<file path="src/rtl/mc_pkg.sv">
// Shared types and constants for the multicycle MIPS control FSM.
// MC_ADDI_EN adds the addi states (ADDIEX/ADDIWB).
package mc_pkg;

  typedef enum logic [3:0] {
    S_FETCH   = 4'd0,
    S_DECODE  = 4'd1,
    S_MEMADR  = 4'd2,
    S_MEMRD   = 4'd3,
    S_MEMWB   = 4'd4,
    S_MEMWR   = 4'd5,
    S_RTYPEEX = 4'd6,
    S_RTYPEWB = 4'd7,
    S_BEQEX   = 4'd8,
`ifdef MC_ADDI_EN
    S_ADDIEX  = 4'd9,
    S_ADDIWB  = 4'd10,
`endif
    S_JEX     = 4'd11
  } state_t;

  localparam logic [5:0] OP_LW    = 6'b100011;
  localparam logic [5:0] OP_SW    = 6'b101011;
  localparam logic [5:0] OP_RTYPE = 6'b000000;
  localparam logic [5:0] OP_BEQ   = 6'b000100;
  localparam logic [5:0] OP_ADDI  = 6'b001000;
  localparam logic [5:0] OP_J     = 6'b000010;

  localparam logic [1:0] ALUOP_ADD   = 2'b00;
  localparam logic [1:0] ALUOP_SUB   = 2'b01;
  localparam logic [1:0] ALUOP_FUNCT = 2'b10;

  typedef struct packed {
    logic       iord;
    logic       alusrca;
    logic       regdst;
    logic       memtoreg;
    logic [1:0] alusrcb;
    logic [1:0] pcsrc;
    logic [1:0] aluop;
    logic       memwrite;
    logic       irwrite;
    logic       regwrite;
    logic       pcwrite;
    logic       branch;
  } ctrl_t;

endpackage

</file>
<file path="src/rtl/mc_outdec.sv">
// Moore control-word decode: state -> datapath selects and strobes.
// MC_ADDI_EN enables the addi execute/writeback words.
module mc_outdec
  import mc_pkg::*;
(
  input  state_t state_i,
  output ctrl_t  ctrl_o
);

  always_comb begin
    ctrl_o = '0;
    unique case (state_i)
      S_FETCH: begin
        ctrl_o.alusrcb = 2'b01;
        ctrl_o.aluop   = ALUOP_ADD;
        ctrl_o.irwrite = 1'b1;
        ctrl_o.pcwrite = 1'b1;
      end
      S_DECODE: begin
        ctrl_o.alusrcb = 2'b11;
        ctrl_o.aluop   = ALUOP_ADD;
      end
      S_MEMADR: begin
        ctrl_o.alusrca = 1'b1;
        ctrl_o.alusrcb = 2'b10;
      end
      S_MEMRD: ctrl_o.iord = 1'b1;
      S_MEMWB: begin
        ctrl_o.memtoreg = 1'b1;
        ctrl_o.regwrite = 1'b1;
      end
      S_MEMWR: begin
        ctrl_o.iord     = 1'b1;
        ctrl_o.memwrite = 1'b1;
      end
      S_RTYPEEX: begin
        ctrl_o.alusrca = 1'b1;
        ctrl_o.aluop   = ALUOP_FUNCT;
      end
      S_RTYPEWB: begin
        ctrl_o.regdst   = 1'b1;
        ctrl_o.regwrite = 1'b1;
      end
      S_BEQEX: begin
        ctrl_o.alusrca = 1'b1;
        ctrl_o.aluop   = ALUOP_SUB;
        ctrl_o.pcsrc   = 2'b01;
        ctrl_o.branch  = 1'b1;
      end
`ifdef MC_ADDI_EN
      S_ADDIEX: begin
        ctrl_o.alusrca = 1'b1;
        ctrl_o.alusrcb = 2'b10;
      end
      S_ADDIWB: ctrl_o.regwrite = 1'b1;
`endif
      S_JEX: begin
        ctrl_o.pcsrc   = 2'b10;
        ctrl_o.pcwrite = 1'b1;
      end
      default: ;
    endcase
  end

endmodule

</file>
<file path="src/rtl/multicycle_control.sv">
// Multicycle MIPS-32 control FSM: state register, next state, output gating.
// MC_ADDI_EN adds the addi path (DECODE -> ADDIEX -> ADDIWB).
module multicycle_control
  import mc_pkg::*;
(
  input  logic       clk,
  input  logic       reset,
  input  logic [5:0] op,
  input  logic       zero,
  output logic       iord,
  output logic       alusrca,
  output logic       regdst,
  output logic       memtoreg,
  output logic [1:0] alusrcb,
  output logic [1:0] pcsrc,
  output logic [1:0] aluop,
  output logic       memwrite,
  output logic       irwrite,
  output logic       regwrite,
  output logic       pcen,
  output logic [3:0] state
);

  state_t state_q, state_d;
  ctrl_t  ctrl;

  always_ff @(posedge clk) begin
    if (reset) state_q <= S_FETCH;
    else       state_q <= state_d;
  end

  always_comb begin
    state_d = S_FETCH;
    unique case (state_q)
      S_FETCH: state_d = S_DECODE;
      S_DECODE: begin
        unique case (1'b1)
          (op == OP_LW) || (op == OP_SW): state_d = S_MEMADR;
          (op == OP_RTYPE): state_d = S_RTYPEEX;
          (op == OP_BEQ):   state_d = S_BEQEX;
`ifdef MC_ADDI_EN
          (op == OP_ADDI):  state_d = S_ADDIEX;
`endif
          (op == OP_J):     state_d = S_JEX;
          default:          state_d = S_FETCH;
        endcase
      end
      S_MEMADR:
        state_d = (op == OP_SW) ? S_MEMWR : S_MEMRD;
      S_MEMRD:   state_d = S_MEMWB;
      S_RTYPEEX: state_d = S_RTYPEWB;
`ifdef MC_ADDI_EN
      S_ADDIEX:  state_d = S_ADDIWB;
`endif
      default:   state_d = S_FETCH;
    endcase
  end

  mc_outdec u_outdec (
    .state_i (state_q),
    .ctrl_o  (ctrl)
  );

  // Strobes are held off during reset; selects keep tracking state.
  always_comb begin
    iord     = ctrl.iord;
    alusrca  = ctrl.alusrca;
    regdst   = ctrl.regdst;
    memtoreg = ctrl.memtoreg;
    alusrcb  = ctrl.alusrcb;
    pcsrc    = ctrl.pcsrc;
    aluop    = ctrl.aluop;
    memwrite = ctrl.memwrite & ~reset;
    irwrite  = ctrl.irwrite & ~reset;
    regwrite = ctrl.regwrite & ~reset;
    pcen     = (ctrl.pcwrite | (ctrl.branch & zero)) & ~reset;
    state    = state_q;
  end

endmodule

</file>
<file path="config.mk">
export PLATFORM = sky130hd
export DESIGN_NAME = multicycle_control
export DESIGN_NICKNAME = d
export VERILOG_FILES = /design/src/rtl/mc_pkg.sv /design/src/rtl/mc_outdec.sv /design/src/rtl/multicycle_control.sv
export SDC_FILE = /design/constraint.sdc
export NUM_CORES = 1
export LEC_CHECK = 0
export BUFFER_PORTS_ARGS = -buffer_cell sky130_fd_sc_hd__buf_2
export CORE_AREA = 2 2 39 41
export CTS_BUF_LIST = sky130_fd_sc_hd__clkbuf_16
export CTS_CLUSTER_DIAMETER = 120
export CTS_CLUSTER_SIZE = 20
export DETAILED_ROUTE_END_ITERATION = 6
export DIE_AREA = 0 0 41 43
export PLACE_DENSITY = 0.7
export SYNTH_ARGS = -nofsm -noshare
export SYNTH_HDL_FRONTEND = slang
export SYNTH_HIERARCHICAL = 1
export SYNTH_SLANG_ARGS = --single-unit
export TNS_END_PERCENT = 30
</file>
<file path="constraint.sdc">
create_clock -name clk -period 1.56 [get_ports clk]
set_clock_uncertainty 0.15 [all_clocks]
set_input_delay 0.078 -clock clk [delete_from_list [all_inputs] [get_ports clk]]
set_output_delay 0.078 -clock clk [all_outputs]
set_load 0.02 [all_outputs]
</file>
After elaboration in Yosys (flattened, before gate mapping)
Index checks and enable logic that the tools add are counted.

word-level totals
  bits in read-only memories = 0
  logic and storage cells = 43
  bits in latches = 0
  bits in registers = 4
  memories kept = 0
  input port bits = 9
  memory bits (writable) = 0

operators by class
  magnitude comparators = 0
  divide/modulo/power cells = 0
  muxes and demuxes = 15
  shift-type cells = 0
  $add $sub $neg = 0
  bitwise operators = 7
  reduce and logical (&&, ||, !) cells = 7
  multipliers = 0
  equal/unequal tests = 13

operator list
  kind                                                                    number
  4-bit case mux with 5 select lines                                      1
  4-bit by 3-bit equality test with 1-bit output (second input constant)  4
  4-bit case mux with 4 select lines                                      1
  6-bit equality test (second input constant)                             2
  1-bit 2-to-1 mux                                                        9
  4-bit by 2-bit equality test with 1-bit output (second input constant)  2
  4-bit equality test (second input constant)                             2
  2-bit case mux with 2 select lines                                      2
  6-bit by 2-bit equality test with 1-bit output (second input constant)  1
  6-bit by 3-bit equality test with 1-bit output (second input constant)  1
  6-bit logical NOT                                                       1
  2-bit case mux with 3 select lines                                      1
  2-bit OR reduction                                                      3
  1-bit AND                                                               5
  4-bit by 1-bit equality test with 1-bit output (second input constant)  1
  4-bit logical NOT                                                       1
  3-bit 2-to-1 mux                                                        1
  3-bit OR reduction                                                      1
  1-bit logical OR                                                        1
  1-bit inverter                                                          1
  1-bit OR                                                                1

Longest topological paths before layout
Gate-level depths: netlist of run 1.

  depth after elaboration = 5
  mapped depth = 5

Modules after synthesis
Netlist of run 1, hierarchy kept.

by module, submodules not included
  module              cells each  times used  area each (um2)  sequential area each (um2)
  multicycle_control  34          1           289.0            80.1
  mc_outdec           23          1           151.4            0.0

Worst setup path after synthesis of run 1
No wires, ideal clock.

  kind = flip-flop to output port
  start = register state_q[1] (netlist: state[1])
  end = output pcen
  path buffers = 1
  arrival = 1.357 ns
  slack = -0.025 ns
  required time = 1.332 ns
  cell stages (with the launch flop) = 6
  cells stage by stage = dfxtp_1 buf_6 or2_1 nor2_1 a21oi_1 nor2_1

RTL lines
  element                 line                      RTL
  from (decl)             multicycle_control.sv:24  state_t state_q, state_d;
  from (signal assigned)  multicycle_control.sv:29  else state_q <= state_d;
  to (decl)               multicycle_control.sv:20  output logic pcen,

==> metrics.md, run 1 <==
| Metric | Value |
|---|---|
| Final GP Congestion | `0.764` |
| CTS Root Cell | `clkbuf_16` |
| Worst Setup End Kind | `output pin` |
| Residual DRC | `0` |
| Post-synthesis net count | `66` |
| Total length of routed wires | `1270 um` |
| CTS H-tree depth | `1` |
| Cell family with most CP delay | `flip-flops` |
| Vias in the first global route | `478` |
| Sw frac | `0.211` |
| Main flop type after synthesis | `dfxtp_1` |
| Asr flop ratio synth | `0` |
| Simple-Gate Fraction of Synth Area | `0.483` |
| Synth Area in Adders | `0` |
| Max reg flops | `4` |
| Worst-margin pin slew | `470 ps` |
| Mean routed wirelength per cell | `11.6 um` |
| Initial Util | `0.318` |
| CP arrival | `1290 ps` |
| CTS Buf Count | `3` |
| CTS Sinks | `4` |
| Critical path depth in cells | `5` |
| Die width | `41 um` |
| Sequential share of power | `0.181` |
| Sum Neg Setup Slack | `0 ps` |
| EDFF count, synth | `0` |
| Global route overflow | `0` |
| Post-synth cell types | `29` |
| Clock share of power | `0.654` |
| Clock slew at reported path FFs | `30 ps` |
| # hold bufs at CTS | `0` |
| Finish-stage setup viols | `0` |
| Sw Pwr | `0.000127 W` |
| Worst-Skew Late Latency | `220 ps` |
| Post-Place Cells | `101` |
| Finished Layout Cells | `109` |
| Core area | `1380 um2` |
| Io pins | `27` |
| # nets final | `104` |
| Commonest non-fill, non-tap cell in the layout | `buf_2` |
| FP Rows | `14` |
| R2R depth | `5` |
| Buf/Inv on CP | `1` |
| Vias | `541` |
| Area grow syn2layout | `73.6%` |
| Via/cell ratio | `4.96` |
| Largest net degree at the start of global routing | `13` |
| Crit path launch type | `register` |
| Lkg Pwr | `0.359 nW` |
| Max-Cap Viols | `0` |
| CTS tree | `done` |
| Power per Cell Area | `789 nW/um2` |
| Status | `complete, no violations` |
| Setup WS pre-CTS | `67.1 ps` |
| Commonest cells after routing, fill and taps aside | `25 x buf_2, 10 x buf_4, 5 x nor2_1` |
| Fin crit share | `0.973` |
| Critical path type | `register to output pin` |
| Critical R2R Launch | `state[1]` |
| RSZ-0062 raised after global routing | `yes` |
| Hold WC Path Type | `input port to register` |
| First drt pass iteration count | `2` |
| Fmax | `0.659 GHz` |
| Register area share after synthesis | `0.182` |
| Crit path from | `state[1]` |
| Initial antenna violation count | `0` |
| Comb power frac | `0.164` |
| Relative slew slack | `0.684` |
| Post-Synth XOR/XNOR Area | `0.0597` |
| Total power | `0.000603 W` |
| R2r endpoint | `state[0]` |
| GRT Total Usage | `0.159` |
| Ys Warns | `6` |
| Routed Antenna Nets | `0` |
| Worst Path Required | `1330 ps` |
| Post-Syn Area | `440 um2` |
| Register bit total from synthesis | `4` |
| Crit path largest cell delay | `370 ps` |
| First-pass GRT wire length | `1970 um` |
| Largest family of logic cells by synthesized area | `simple AND/OR/NAND/NOR gates` |
| Critical-path cell list | `nor4_4 -> o21bai_1 -> a21oi_1 -> nor2_2 -> buf_6` |
| Port buffer count | `26` |
| Die Ht | `43 um` |
| Worst vdd ir | `1.25 mV` |
| Final Max Slew Viols | `0` |
| Deepest clock path buffer count | `2` |
| DR iter-0 viols | `2` |
| Maximum fanout along the worst path | `8` |
| Post-synthesis mux area share | `0` |
| Hold Path Cell Cnt | `4` |
| Endpoints failing hold | `0` |
| Slowest CP cell | `dfxtp_4` |
| Min Tclk post-route | `1520 ps` |
| Synth Instances | `57` |
| Diodes inserted | `0` |
| Reg2Reg Setup Slack | `120 ps` |
| Detail Placement HPWL | `908 um` |
| Final setup margin | `42.8 ps` |
| Worst setup path end | `pcen` |
| Pint | `0.000476 W` |
| Compound-cell area share of the yosys netlist | `0.199` |
| Syn Area/Cell | `7.73 um2` |
| Die ar. | `1760 um2` |
| Layout cell share with drive strength beyond 1 | `0.559` |
[layer usage]
metal,vias to the layer above,share of wire,GRT usage
li1,279,-,-
met1,240,0.43,0.212
met2,22,0.50,0.234
met3,0,0.068,0.0785
met4,0,0,0.0200
met5,-,0,0
[cell usage after synthesis (2+ instances only)]
master    n  area, um2
a211o_1   2       17.5
a21oi_1   4       20.0
buf_4     2       15.0
dfxtp_1   4       80.1
inv_1     2       7.51
nand2_1   4       15.0
nand2b_1  4       25.0
nor2_1    7       26.3
nor2b_1   3       18.8
nor3_1    4       20.0
nor3b_1   2       15.0
xnor2_1   2       17.5
[layout make-up]
| type | instances | area, um2 |
|---|---|---|
| Fill cell | 135 | 619 |
| Multi-Input combinational cell | 48 | 355 |
| Timing Repair Buffer | 36 | 211 |
| Sequential cell | 4 | 95.1 |
| Clock buffer | 3 | 75.1 |
| Tap cell | 16 | 20.0 |
| Inverter | 2 | 7.51 |
[power by group through the flow]
stage / Sequential [W] / Clock [W] / Combinational (W)
final: 0.000109 / 0.000395 / 0.0000992
after floorplan: 0.000117 / 0 / 0.0000522
after global placement: 0.000115 / 0 / 0.0000877
after CTS: 0.000114 / 0.000405 / 0.0000914
after global routing: 0.000110 / 0.000417 / 0.000108
after detailed placement: 0.000115 / 0 / 0.0000894
[metrics by stage]
step,hold WS (ps),util,area (um2)
CTS,17.3,0.504,697
finish,15.5,0.552,764
global placement,248,0.437,604
global route,49.8,0.552,764
detailed placement,255,0.437,604
floorplan,53.6,-,443
[kinds of logic (layout without fill, tap and decap cells)]
kind of cell | count (synthesis) | in the layout
XOR/XNOR | 3 | 3
flip-flops | 4 | 4
AO/OA/AOI/OAI | 12 | 12
buffers and inverters | 5 | 41
AND/OR/NAND/NOR | 33 | 33
[worst min-delay path, delay by kind of cell]
family                 cells  cell delay [ps]
XOR/XNOR                   1               60
buffers and inverters      1              110
AND/OR/NAND/NOR            2               90
[worst min path at each step]
stage	startpoint	endpoint	slack, ps
finish	op[2]	state[3]	20
global route	op[3]	state[3]	50
CTS	op[2]	state[3]	20
detailed placement	op[2]	state[3]	260
global placement	op[1]	state[0]	250
floorplan	reset	pcen	50
[what timing repair did]
action	CTS	global route
pin swaps	1	1
buffers inserted	0	5
endpoints found under the setup margin	4	4
gates resized for setup	7	8
Power figures use the tool's default switching activity.
==> inputs of run 2 (changes only) <==
Settings changed: CTS_CLUSTER_DIAMETER 120 to 200, PLACE_DENSITY 0.7 to unset, RECOVER_POWER set to 50.
==> run 2 against run 1 <==
Maximum frequency is 0.99% higher. Non-clock buffer count is 2 lower. Clock-buffer cell count stayed put. Register-to-register slack hardly changed. Highest routed layer is now met4. Critical path depth stayed put. Critical path type unchanged. Flip-flop and latch count stayed put. Cell count is 1.8% lower. Clock power is 1% higher. Die area stayed put. Largest cell class unchanged.
==> metrics.md, run 2 (synthesis gave the netlist of run 1 again) <==
| Metric | Value |
|---|---|
| Final setup margin | `57.7 ps` |
| Relative slew slack | `0.726` |
| Crit path launch type | `register` |
| Max-Cap Viols | `0` |
| Diodes inserted | `0` |
| RSZ-0062 raised after global routing | `yes` |
| Area grow syn2layout | `66.2%` |
| Status | `complete, no violations` |
| Worst-margin pin slew | `407 ps` |
| Final GP Congestion | `0.709` |
| Setup WS pre-CTS | `52.7 ps` |
| DR iter-0 viols | `7` |
| Min Tclk post-route | `1500 ps` |
| Die width | `41 um` |
| First drt pass iteration count | `4` |
| GRT Total Usage | `0.139` |
| Power per Cell Area | `825 nW/um2` |
| Port buffer count | `26` |
| Comb power frac | `0.159` |
| Worst vdd ir | `0.710 mV` |
| FP Rows | `14` |
| Worst-Skew Late Latency | `220 ps` |
| Fill cell instance count of the final layout | `145` |
| Critical path type | `register to output pin` |
| Initial antenna violation count | `0` |
| Initial Util | `0.318` |
| Global route overflow | `0` |
| Finished Layout Cells | `107` |
| Core area | `1380 um2` |
| # nets final | `102` |
| Met2 usage | `0.216` |
| Most Used Layer, Global Route | `met2` |
| Via/cell ratio | `5.25` |
| Commonest non-fill, non-tap cell in the layout | `buf_2` |
| Mean routed wirelength per cell | `11.3 um` |
| Worst Path Required | `1330 ps` |
| Die Ht | `43 um` |
| Sequential share of power | `0.180` |
| Post-Place Cells | `101` |
| Met3 usage | `0.0628` |
| Routed Antenna Nets | `0` |
| CTS Sinks | `4` |
| Clock share of power | `0.661` |
| # hold bufs at CTS | `0` |
| Vias | `562` |
| Largest net degree at the start of global routing | `13` |
| Commonest cells after routing, fill and taps aside | `17 x buf_2, 8 x clkbuf_1, 7 x buf_4, 5 x nor2_1` |
| Placed inst area | `604 um2` |
| CTS tree | `done` |
| Sw Pwr | `0.000130 W` |
| Io pins | `27` |
| Total length of routed wires | `1200 um` |
| Maximum fanout along the worst path | `9` |
| Final Max Slew Viols | `0` |
| Die ar. | `1760 um2` |
| Post-layout instance area | `732 um2` |
| Fin crit share | `0.963` |
| Lkg Pwr | `0.316 nW` |
| Residual DRC | `0` |
| Sw frac | `0.215` |
| Met1 usage | `0.164` |
| CP arrival | `1270 ps` |
| Pint | `0.000474 W` |
| Vias in the first global route | `415` |
| Hold WC Path Type | `input port to register` |
| Layout cell share with drive strength beyond 1 | `0.462` |
| CTS Buf Count | `3` |
| Deepest clock path buffer count | `2` |
| Endpoints failing hold | `0` |
| Area of the multi-input gates | `350 um2` |
| Detail Placement HPWL | `831 um` |
| Finish-stage setup viols | `0` |
| CTS H-tree depth | `1` |
| CTS Root Cell | `clkbuf_16` |
| Clock slew at reported path FFs | `30 ps` |
| Max reg flops | `4` |
| Worst Setup End Kind | `output pin` |
| Reg area | `95.1 um2` |
| Fmax | `0.666 GHz` |
| First-pass GRT wire length | `1680 um` |
run 2: power by group through the flow:
stage / Sequential, W / Clock (W) / Combinational, W
CTS: 0.000112 / 0.000403 / 0.0000872
floorplan: 0.000117 / 0 / 0.0000522
detailed placement: 0.000115 / 0 / 0.0000859
global placement: 0.000115 / 0 / 0.0000858
global route: 0.000110 / 0.000415 / 0.000106
finish: 0.000109 / 0.000399 / 0.0000959
run 2: critical path, stage by stage (launching register included):
cell and delay (ps):
dfxtp_4 370, or2_4 270, nor2_4 120, a21oi_1 80
nor2_2 90, buf_6 120
run 2: final cells by class:
type | instances | share of cell area
Multi-Input combinational cell | 48 | 0.479
Timing Repair Buffer | 34 | 0.251
Sequential cell | 4 | 0.130
Clock buffer | 3 | 0.103
Tap cell | 16 | 0.0274
Inverter | 2 | 0.0103
run 2: final timing paths:
check | start | to | slack, ps | depth (start not counted)
worst max register to register | state[1] | state[2] | 110 | 4
worst max-delay path | state[0] | pcen | 60 | 5
worst min-delay path | op[5] | state[3] | 10 | 4
worst min register to register | state[0] | state[0] | 440 | 2
run 2: through the flow:
step | util | total power (W) | TNS, ps | hold slack (ps)
2_1_floorplan | - | 0.000169 | -21.8 | 53.6
3_3_place_gp | 0.437 | 0.000201 | 0 | 248
3_5_place_dp | 0.437 | 0.000201 | 0 | 247
4_1_cts | 0.502 | 0.000602 | 0 | 7.65
5_1_grt | 0.529 | 0.000631 | -42.3 | 40.6
6_report | 0.529 | 0.000604 | 0 | 13.7
run 2: what timing repair did:
action	in CTS	in global routing
gates resized for setup	8	7
gates cloned	0	0
pin swaps	2	1
buffers inserted	0	3
endpoints found under the setup margin	7	2
run 2: layer usage:
metal / vias to the layer above / share of wire
met2: 35 / 0.46
met5: - / 0
met4: 0 / 0.0033
li1: 275 / -
met3: 2 / 0.13
met1: 250 / 0.40
